**src/rtl/dcim_pkg.sv**
```systemverilog
// Shared types and helpers for the DCIM bit-serial shift-and-add accumulator.
package dcim_pkg;

  // Controller states: waiting for a job, or consuming bit planes
  typedef enum logic {
    IDLE  = 1'b0,
    ACCUM = 1'b1
  } state_e;

  // Signed result width that cannot overflow for any unsigned or two's-complement job
  function automatic int acc_width(input int psumW, input int inBits);
    return psumW + inBits + 1;
  endfunction

  // Low bit index of lane idx inside a packed bus of width-bit lanes
  function automatic int sliceLo(input int idx, input int width);
    return idx * width;
  endfunction

endpackage

```
**src/rtl/dcim_shift_acc_lane.sv**
```systemverilog
// One accumulator column: first-plane load (optionally negated) or shift-and-add.
module dcim_shift_acc_lane
  import dcim_pkg::*;
#(
  parameter int PSUM_W = 6,
  parameter int ACC_W  = 15
) (
  input  logic                    clk,
  input  logic                    rst_b,
  input  logic                    init_i,
  input  logic                    beat_i,
  input  logic                    first_i,
  input  logic                    negate_i,
  input  logic [PSUM_W-1:0]       psum_i,
  output logic signed [ACC_W-1:0] sum_o
);

  logic signed [ACC_W-1:0] acc_q;
  logic signed [ACC_W-1:0] acc_d;
  logic signed [ACC_W-1:0] pExt;

  assign pExt = signed'({{(ACC_W-PSUM_W){1'b0}}, psum_i});

  // Value this lane takes if the current cycle is a beat; MSB plane carries negative weight in signed mode
  always_comb begin
    sum_o = (acc_q <<< 1) + pExt;
    if (first_i) begin
      sum_o = negate_i ? -pExt : pExt;
    end
  end

  // Clear on job start, update on beat, otherwise hold across gaps
  always_comb begin
    acc_d = acc_q;
    if (init_i) begin
      acc_d = '0;
    end else if (beat_i) begin
      acc_d = sum_o;
    end
  end

  // Accumulator register
  always_ff @(posedge clk or negedge rst_b) begin
    if (!rst_b) begin
      acc_q <= '0;
    end else begin
      acc_q <= acc_d;
    end
  end

endmodule

```
**src/rtl/dcim_shift_accumulator.sv**
```systemverilog
// Multi-column bit-serial accumulator: FSM, plane counter, mode latch, handshakes and result register.
module dcim_shift_accumulator
  import dcim_pkg::*;
#(
  parameter int  NUM_COL = 8,
  parameter int  PSUM_W  = 6,
  parameter int  IN_BITS = 8,
  localparam int ACC_W   = acc_width(PSUM_W, IN_BITS)
) (
  input  logic                       clk,
  input  logic                       rst_b,
  input  logic                       start,
  input  logic                       signed_mode,
  input  logic                       clear,
  input  logic                       psum_valid,
  output logic                       psum_ready,
  input  logic [NUM_COL*PSUM_W-1:0]  psum,
  output logic                       out_valid,
  input  logic                       out_ready,
  output logic [NUM_COL*ACC_W-1:0]   acc_out,
  output logic                       busy
);

  localparam int CNT_W = (IN_BITS > 1) ? $clog2(IN_BITS) : 1;
  localparam logic [CNT_W-1:0] FIRST_CNT = CNT_W'(IN_BITS - 1);

  state_e                     state_q, state_d;
  logic [CNT_W-1:0]           bitCnt_q, bitCnt_d;
  logic                       signedMode_q, signedMode_d;
  logic [NUM_COL*ACC_W-1:0]   accOut_q, accOut_d;
  logic                       outValid_q, outValid_d;
  logic [NUM_COL*ACC_W-1:0]   laneSum;
  logic                       jobStart;
  logic                       beat;
  logic                       lastPlane;
  logic                       firstPlane;
  logic                       lastBeat;

  assign lastPlane  = (bitCnt_q == '0);
  assign firstPlane = (bitCnt_q == FIRST_CNT);
  assign jobStart   = (state_q == IDLE) && start;
  assign psum_ready = (state_q == ACCUM) && !clear && !(lastPlane && outValid_q && !out_ready);
  assign beat       = psum_valid && psum_ready;
  assign lastBeat   = beat && lastPlane;
  assign busy       = (state_q == ACCUM);
  assign out_valid  = outValid_q;
  assign acc_out    = accOut_q;

  // Next-state logic: start opens a job, last accepted plane or clear returns to idle
  always_comb begin
    state_d      = state_q;
    bitCnt_d     = bitCnt_q;
    signedMode_d = signedMode_q;
    case (state_q)
      IDLE: begin
        if (start) begin
          state_d      = ACCUM;
          bitCnt_d     = FIRST_CNT;
          signedMode_d = signed_mode;
        end
      end
      ACCUM: begin
        if (clear) begin
          state_d = IDLE;
        end else if (beat) begin
          if (lastPlane) begin
            state_d = IDLE;
          end else begin
            bitCnt_d = bitCnt_q - CNT_W'(1);
          end
        end
      end
      default: state_d = IDLE;
    endcase
  end

  // FSM, plane counter and mode latch registers
  always_ff @(posedge clk or negedge rst_b) begin
    if (!rst_b) begin
      state_q      <= IDLE;
      bitCnt_q     <= '0;
      signedMode_q <= 1'b0;
    end else begin
      state_q      <= state_d;
      bitCnt_q     <= bitCnt_d;
      signedMode_q <= signedMode_d;
    end
  end

  // One accumulator lane per column
  for (genvar c = 0; c < NUM_COL; c++) begin : gLane
    dcim_shift_acc_lane #(
      .PSUM_W (PSUM_W),
      .ACC_W  (ACC_W)
    ) uLane (
      .clk      (clk),
      .rst_b    (rst_b),
      .init_i   (jobStart),
      .beat_i   (beat),
      .first_i  (firstPlane),
      .negate_i (signedMode_q),
      .psum_i   (psum[sliceLo(c, PSUM_W) +: PSUM_W]),
      .sum_o    (laneSum[sliceLo(c, ACC_W) +: ACC_W])
    );
  end

  // Result register: loads on last beat, otherwise drains on handshake
  always_comb begin
    accOut_d   = accOut_q;
    outValid_d = outValid_q;
    if (lastBeat) begin
      accOut_d   = laneSum;
      outValid_d = 1'b1;
    end else if (outValid_q && out_ready) begin
      outValid_d = 1'b0;
    end
  end

  // Result and valid registers
  always_ff @(posedge clk or negedge rst_b) begin
    if (!rst_b) begin
      accOut_q   <= '0;
      outValid_q <= 1'b0;
    end else begin
      accOut_q   <= accOut_d;
      outValid_q <= outValid_d;
    end
  end

endmodule

```
**config.mk**
```make
export PLATFORM = sky130hd
export DESIGN_NAME = dcim_shift_accumulator
export DESIGN_NICKNAME = d
export VERILOG_FILES = /design/src/rtl/dcim_pkg.sv /design/src/rtl/dcim_shift_acc_lane.sv /design/src/rtl/dcim_shift_accumulator.sv
export SDC_FILE = /design/constraint.sdc
export NUM_CORES = 1
export LEC_CHECK = 0
export ABC_AREA = 1
export ABC_CLOCK_PERIOD_IN_PS = 5200
export CAP_MARGIN = 20
export CORE_ASPECT_RATIO = 1.1
export CORE_MARGIN = 2
export CORE_UTILIZATION = 61
export DETAILED_ROUTE_END_ITERATION = 8
export DONT_BUFFER_PORTS = 1
export PLACE_DENSITY_LB_ADDON = 0.25
export SYNTH_ARGS = -nofsm -noshare
export SYNTH_HDL_FRONTEND = slang
export SYNTH_HIERARCHICAL = 1
export SYNTH_SLANG_ARGS = --single-unit
export TNS_END_PERCENT = 10
```
**constraint.sdc**
```tcl
create_clock -name clk -period 5.2 [get_ports clk]
set_input_delay 0.78 -clock clk [delete_from_list [all_inputs] [get_ports clk]]
set_output_delay 0.78 -clock clk [all_outputs]
set_load 0.02 [all_outputs]
```
==> metrics.txt, run 1 <==
net count after synthesis 2373; Cells after Synth 2251; Syn Area/Cell 7.10 µm²; first-pass GRT wire length 65.5 mm; H-Tree Depth 1; area leader, netlist dfrtp_1; row count 62; Via density 5.45; Most Crowded Layer GR met2; Reg2Reg Depth 10; 1st-pass router iterations 5; RSZ-0062 raised after global routing no; Leakage 9.05 nW; HPWL Detailed 28.8 mm; met1 usage 37.6%; area grow syn2layout 6.03%; gr usage total 28.7%; Final Max Slew Viols 0; startpoint types flop; Remaining Overflow, GRT 0; Seq/Total Area, Yosys 37.3%; commonest non-fill, non-tap cell in the layout nand2_1; worst vdd ir 321 µV; Hold/Removal Path Class in2async; Post-Syn Area 0.0160 mm²; Hold WS -52.6 ps; Routed Antenna Nets 0; Nets 2351; Final setup viols 0; share of post-route cells with drive strength above 1 8.81%; Final Non-Filler Cells 2599; root buf cell clkbuf_16; crit path DAT 2970 ps; crit end category flop; CP Class reg2reg; Rel. slew slack 37.3%; Post-synth EDFFs 0; r2r setup slk 2620 ps; Die Span X 158 µm; Main synth FF type dfrtp_1; Worst R2R Start bitCnt_q[0]; Post-route DRC 0; Max Cap Viol 0; Worst-path clk slew 60 ps; wire per inst 15.1 µm; Worst-Skew Late Latency 550 ps; TritonCTS clock tree built; GR Util met3 6.13%; final core utilization 65.4%; clk sink count 238; CTS Buf Count 26; commonest cells after routing, fill and taps aside nand2_1, inv_1, dfrtp_1; Initial Utilization 61.7%; Die ar. 0.0275 mm²; Worst Path Required 5590 ps; failing checks hold timing; combinational share of power 33.2%; Worst Skew 23.1 ps; largest net degree at the start of global routing 239; number of DRC markers in iteration 0 780; Async S/R FF share, synth 100%; Sum Neg Setup Slack 0 ps; Int Pwr 4.28 mW; synth top area cells dfrtp_1, nand2_1, inv_1; placed cell areas 0.0161 mm²; top cell type's share of synthesized area 37.3%; core area 0.0259 mm²; maximum clock rate 387 MHz; fin crit share 49.7%; met2 Use GR 47.2%; clock buffer depth 3; cell area after layout 0.0169 mm²; Net Switching 3.20 mW; final WL 39.2 mm; Ys Warns 6; synth unique cells 34; initial antenna violation count 0; final worst path period need 2580 ps; switch share 42.8%; clock share of power 25.7%; part of the power in registers 41.1%; diode count 0; Worst Path Max Fanout 39; final hold vios 237; dpl cells 2553; Setup Fix Bufs, Post-CTS 0; Power per Cell Area 441 mW/mm²; routability cong. 0.929; status finished with violations; vias in the first global route 13600; Die H 174 µm; vias 14200; Yosys reg bits 238; # IOs 178; Crit Reg-Reg Endpoint acc_out[17]; buffers added on ports 0; Worst-Margin Slew 937 ps
[per-stage QoR]
step                power [mW]  setup WS, ps  hold WS, ps
global route              8.02          2320        -75.2
global placement          5.48          2620          467
CTS                       7.51          2620        -77.0
finish                    7.48          2620        -52.6
floorplan                 4.93          2550          449
detailed placement        5.56          2490          470
[cell usage after synthesis (6+ instances only)]
cell type,number
nor3_1,8
nand2_2,23
o22ai_1,8
a21boi_0,8
inv_1,362
nand3_2,16
or2_2,8
buf_6,20
dfrtp_1,238
o21a_1,8
fa_1,8
a31oi_1,7
nand3_1,234
nor2_1,99
nand4_1,7
clkbuf_1,6
nor2_2,10
nand3b_1,8
nand2_1,748
o31ai_4,8
a21oi_2,8
a21oi_1,48
buf_2,16
xor2_1,16
o21ai_0,114
ha_1,59
nor2_4,8
o21ai_1,66
o21ai_2,62
buf_4,16
[registers in the layout, summed over array words and instances (netlist names)]
register           flops
acc_out              120
bitCnt_q               3
busy                   1
gLane.uLane/acc_q    112
out_valid              1
signedMode_q           1
[power groups by stage]
stage / registers (mW) / logic, mW / clock network (mW)
global route: 3.14 / 2.84 / 2.04
detailed placement: 3.10 / 2.45 / 0
global placement: 3.09 / 2.39 / 0
finish: 3.07 / 2.48 / 1.93
CTS: 3.08 / 2.47 / 1.97
floorplan: 2.97 / 1.96 / 0
[worst max-delay path by stage]
stage | end | from | slack [ps] | cells after the start
2_1_floorplan | gLane[0].uLane/acc_q[5] | clear | 2550 | 6
3_3_place_gp | gLane[5].uLane/acc_q[2] | clear | 2620 | 8
5_1_grt | gLane[4].uLane/acc_q[0] | bitCnt_q[0] | 2320 | 10
3_5_place_dp | gLane[2].uLane/acc_q[2] | clear | 2490 | 8
6_report | acc_out[17] | bitCnt_q[0] | 2620 | 10
4_1_cts | gLane[2].uLane/acc_q[2] | bitCnt_q[0] | 2620 | 10
[layout make-up]
type | count | area (µm²)
fill | 2384 | 8960
multi-input combinational | 1592 | 8220
clock buffer | 33 | 707
sequential | 238 | 5960
inverter | 363 | 1360
tap | 352 | 440
timing repair buffer | 8 | 72.6
clock inverter | 13 | 185
[cell families after synthesis]
| logic type | after synthesis | share of synthesized area (%) |
|---|---|---|
| compound gates | 337 | 13.4 |
| flops | 238 | 37.3 |
| buf+inv | 421 | 11.3 |
| xor+xnor | 17 | 0.932 |
| simple gates | 1171 | 31.5 |
| fa+ha+maj | 67 | 5.62 |
[critical path: stages, from the launching register on]
cell	delay (ps)
dfrtp_1	380
ha_1	150
nand2_1	50
inv_2	520
buf_4	350
inv_1	270
nand2_1	150
a21boi_0	320
inv_1	80
inv_1	60
o21ai_0	80
[routing by layer]
| layer | vias to the layer above | part of all wire [%] |
|---|---|---|
| li1 | 7085 | - |
| met1 | 6577 | 42 |
| met2 | 418 | 47 |
| met3 | 92 | 7.8 |
| met4 | 0 | 3.1 |
| met5 | - | 0 |
[repair_timing]
item	4_1_cts	5_1_grt
hold endpoints to repair	238	238
gates resized for setup	0	0
endpoints found under the setup margin	0	0
Note: power is estimated with default switching activity, not from simulation.
==> run 2, diff against run 1 <==
--- a/config.mk
+++ b/config.mk
@@ -6,11 +6,11 @@
 export NUM_CORES = 1
 export LEC_CHECK = 0
 export ABC_AREA = 1
-export ABC_CLOCK_PERIOD_IN_PS = 5200
+export ABC_CLOCK_PERIOD_IN_PS = 2150
 export CAP_MARGIN = 20
 export CORE_ASPECT_RATIO = 1.1
 export CORE_MARGIN = 2
-export CORE_UTILIZATION = 61
+export CORE_UTILIZATION = 59
 export DETAILED_ROUTE_END_ITERATION = 8
 export DONT_BUFFER_PORTS = 1
 export PLACE_DENSITY_LB_ADDON = 0.25
==> constraint.sdc (replaced) <==
create_clock -name clk -period 2.15 [get_ports clk]
set_input_delay 0.3225 -clock clk [delete_from_list [all_inputs] [get_ports clk]]
set_output_delay 0.3225 -clock clk [all_outputs]
set_load 0.02 [all_outputs]
==> run 2 against run 1 <==
Net effect: the flow still finishes with violations (hold timing); die area is 3.3% higher; wire length is 1.2% higher; via count is 0.57% higher; sequential cell count stayed put; global-route usage is 0.75 points lower; largest cell class unchanged.
==> metrics.txt, run 2 (synthesis results as in run 1) <==
cts hold-fix bufs 9; Routed Antenna Nets 0 (unchanged); area grow syn2layout 9.50%; commonest cells after routing, fill and taps aside nand2_1, inv_1, dfrtp_1; Via density 5.38 (-1.3%); Max Cap Viol 0 (unchanged); clk sink count 238 (unchanged); Hold/Removal Path Class in2async; cell area after layout 0.0175 mm² (+3.3%); Final setup viols 0 (unchanged); 1st-pass router iterations 6 (+1); HPWL Detailed 29.5 mm (+2.3%); failing checks hold timing; RSZ-0062 raised after global routing yes; row count 63 (+1.6%); crit path max-delay cell type nor2_1; Top cell by count, worst path nor2_1; wire per inst 15.0 µm (-0.71%); setup ws final 74.3 ps (-2540 ps); Power per Cell Area 1060 mW/mm² (+140%); Worst-Skew Late Latency 540 ps (about the same); TritonCTS clock tree built; crit path DAT 1750 ps (-1220 ps); clock buffer depth 3 (unchanged); share of post-route cells with drive strength above 1 10.8% (+2.0 points); Die ar. 0.0284 mm² (+3.3%); status finished with violations; fin crit share 96.5%; Final Max Slew Viols 0 (unchanged); final WL 39.7 mm (+1.2%); crit end category output pin; Post-route DRC 0 (unchanged); Leakage 9.31 nW (+2.9%); Largest register FFs 120 (unchanged); Hold WS -517 ps (-464 ps); largest stage delay on the critical path 390 ps (-130 ps); commonest non-fill, non-tap cell in the layout nand2_1; Remaining Overflow, GRT 0 (unchanged); # IOs 178 (unchanged); number of DRC markers in iteration 0 994 (+27%); Worst Path Max Fanout 3 (-92%); Worst Skew 11.6 ps (-11.5 ps); final hold vios 238 (+0.42%); H-Tree Depth 1 (unchanged); worst vdd ir 862 µV (+170%); Initial Utilization 59.6% (-2.1 points); placed cell areas 0.0164 mm² (+2.2%); Buf/Inv on CP 1 (-4); buffers added on ports 0 (unchanged); vias 14300 (+0.57%); final worst path period need 2080 ps; Die H 177 µm (+1.6%); startpoint types flop; dpl cells 2590 (+1.4%); root buf cell clkbuf_16; Worst-Margin Slew 498 ps (-439 ps); diode count 0 (unchanged); vias in the first global route 14000 (+2.8%); initial antenna violation count 0 (unchanged); Sum Neg Setup Slack 0 ps (unchanged); Rel. slew slack 66.7% (+29 points); Die Span X 161 µm (+1.6%); core area 0.0268 mm² (+3.4%); first-pass GRT wire length 66.5 mm (+1.6%); Worst-path clk slew 60 ps (about the same); fill count 2384 (unchanged); Worst Path Required 1830 ps (-3760 ps); Final Non-Filler Cells 2648 (+1.9%); Top delay family on crit path simple AND/OR/NAND/NOR gates; CP cell instances inv_1 > ha_1 > nand2_1 > nor2_1 > nor2_1; CP Class reg2out; Setup Fix Bufs, Post-CTS 0 (unchanged); largest net degree at the start of global routing 239 (unchanged); maximum clock rate 482 MHz; gr usage total 28.0% (-0.75 points); CTS Buf Count 27 (+3.8%); Nets 2393 (+1.8%); routability cong. 0.969 (+4.3%); pre-CTS setup slack -124 ps (-2610 ps)
run 2: cell count changes in the layout (fill, tap and decap cells not counted), moves of 3 or more:
cell,before,now
buf_12,1,9
buf_4,7,31
clkinv_2,5,2
clkinv_4,0,4
dlygate4sd3_1,0,9
fa_1,8,5
fa_2,0,3
nor2_1,99,91
nor2_2,10,13
nor2_4,8,13
run 2: final cells by class:
class / instances / area (µm²) / area share (%)
multi-input combinational: 1592 / 8290 / 47.4
clock inverter: 13 / 188 / 1.07
sequential: 238 / 5960 / 34.0
timing repair buffer: 49 / 503 / 2.87
inverter: 363 / 1370 / 7.82
tap: 357 / 447 / 2.55
clock buffer: 36 / 749 / 4.28
run 2: worst paths after layout:
check	start	end	slack, ps	cells after the start
max in group asynchronous	rst_b	acc_out[48]	2240	0
hold / removal	rst_b	acc_out[22]	-520	0
setup reg to reg	gLane[0].uLane/acc_q[0]	acc_out[13]	140	11
min in group clk	psum[42]	gLane[7].uLane/acc_q[0]	10	2
hold reg to reg	gLane[5].uLane/acc_q[4]	gLane[5].uLane/acc_q[4]	480	2
setup / recovery	bitCnt_q[0]	psum_ready	70	5
run 2: metal layers:
metal,GRT usage [%],share of wire [%]
met1,36.0,42
met2,47.9,48
met3,5.46,7.2
met4,8.52,2.3
met5,0,0
run 2: per-stage QoR:
stage | util [%] | total power, mW
5_1_grt | 65.3 | 19.9
3_3_place_gp | 61.2 | 13.5
6_report | 65.3 | 18.6
4_1_cts | 65.1 | 18.6
2_1_floorplan | - | 11.9
3_5_place_dp | 61.2 | 13.7
run 2: report_power, final:
group          leakage [nW]  switching, mW  internal [mW]
Combinational          5.62           4.07           2.26
Clock                 0.449           1.93           2.94
Sequential             3.24           1.82           5.55
run 2: timing repair:
action / in CTS / in global routing
gates resized for setup: 6 / 17
setup endpoints to repair: 30 / 52
endpoints found under the hold margin: 249 / 238
pin swaps: 0 / 0
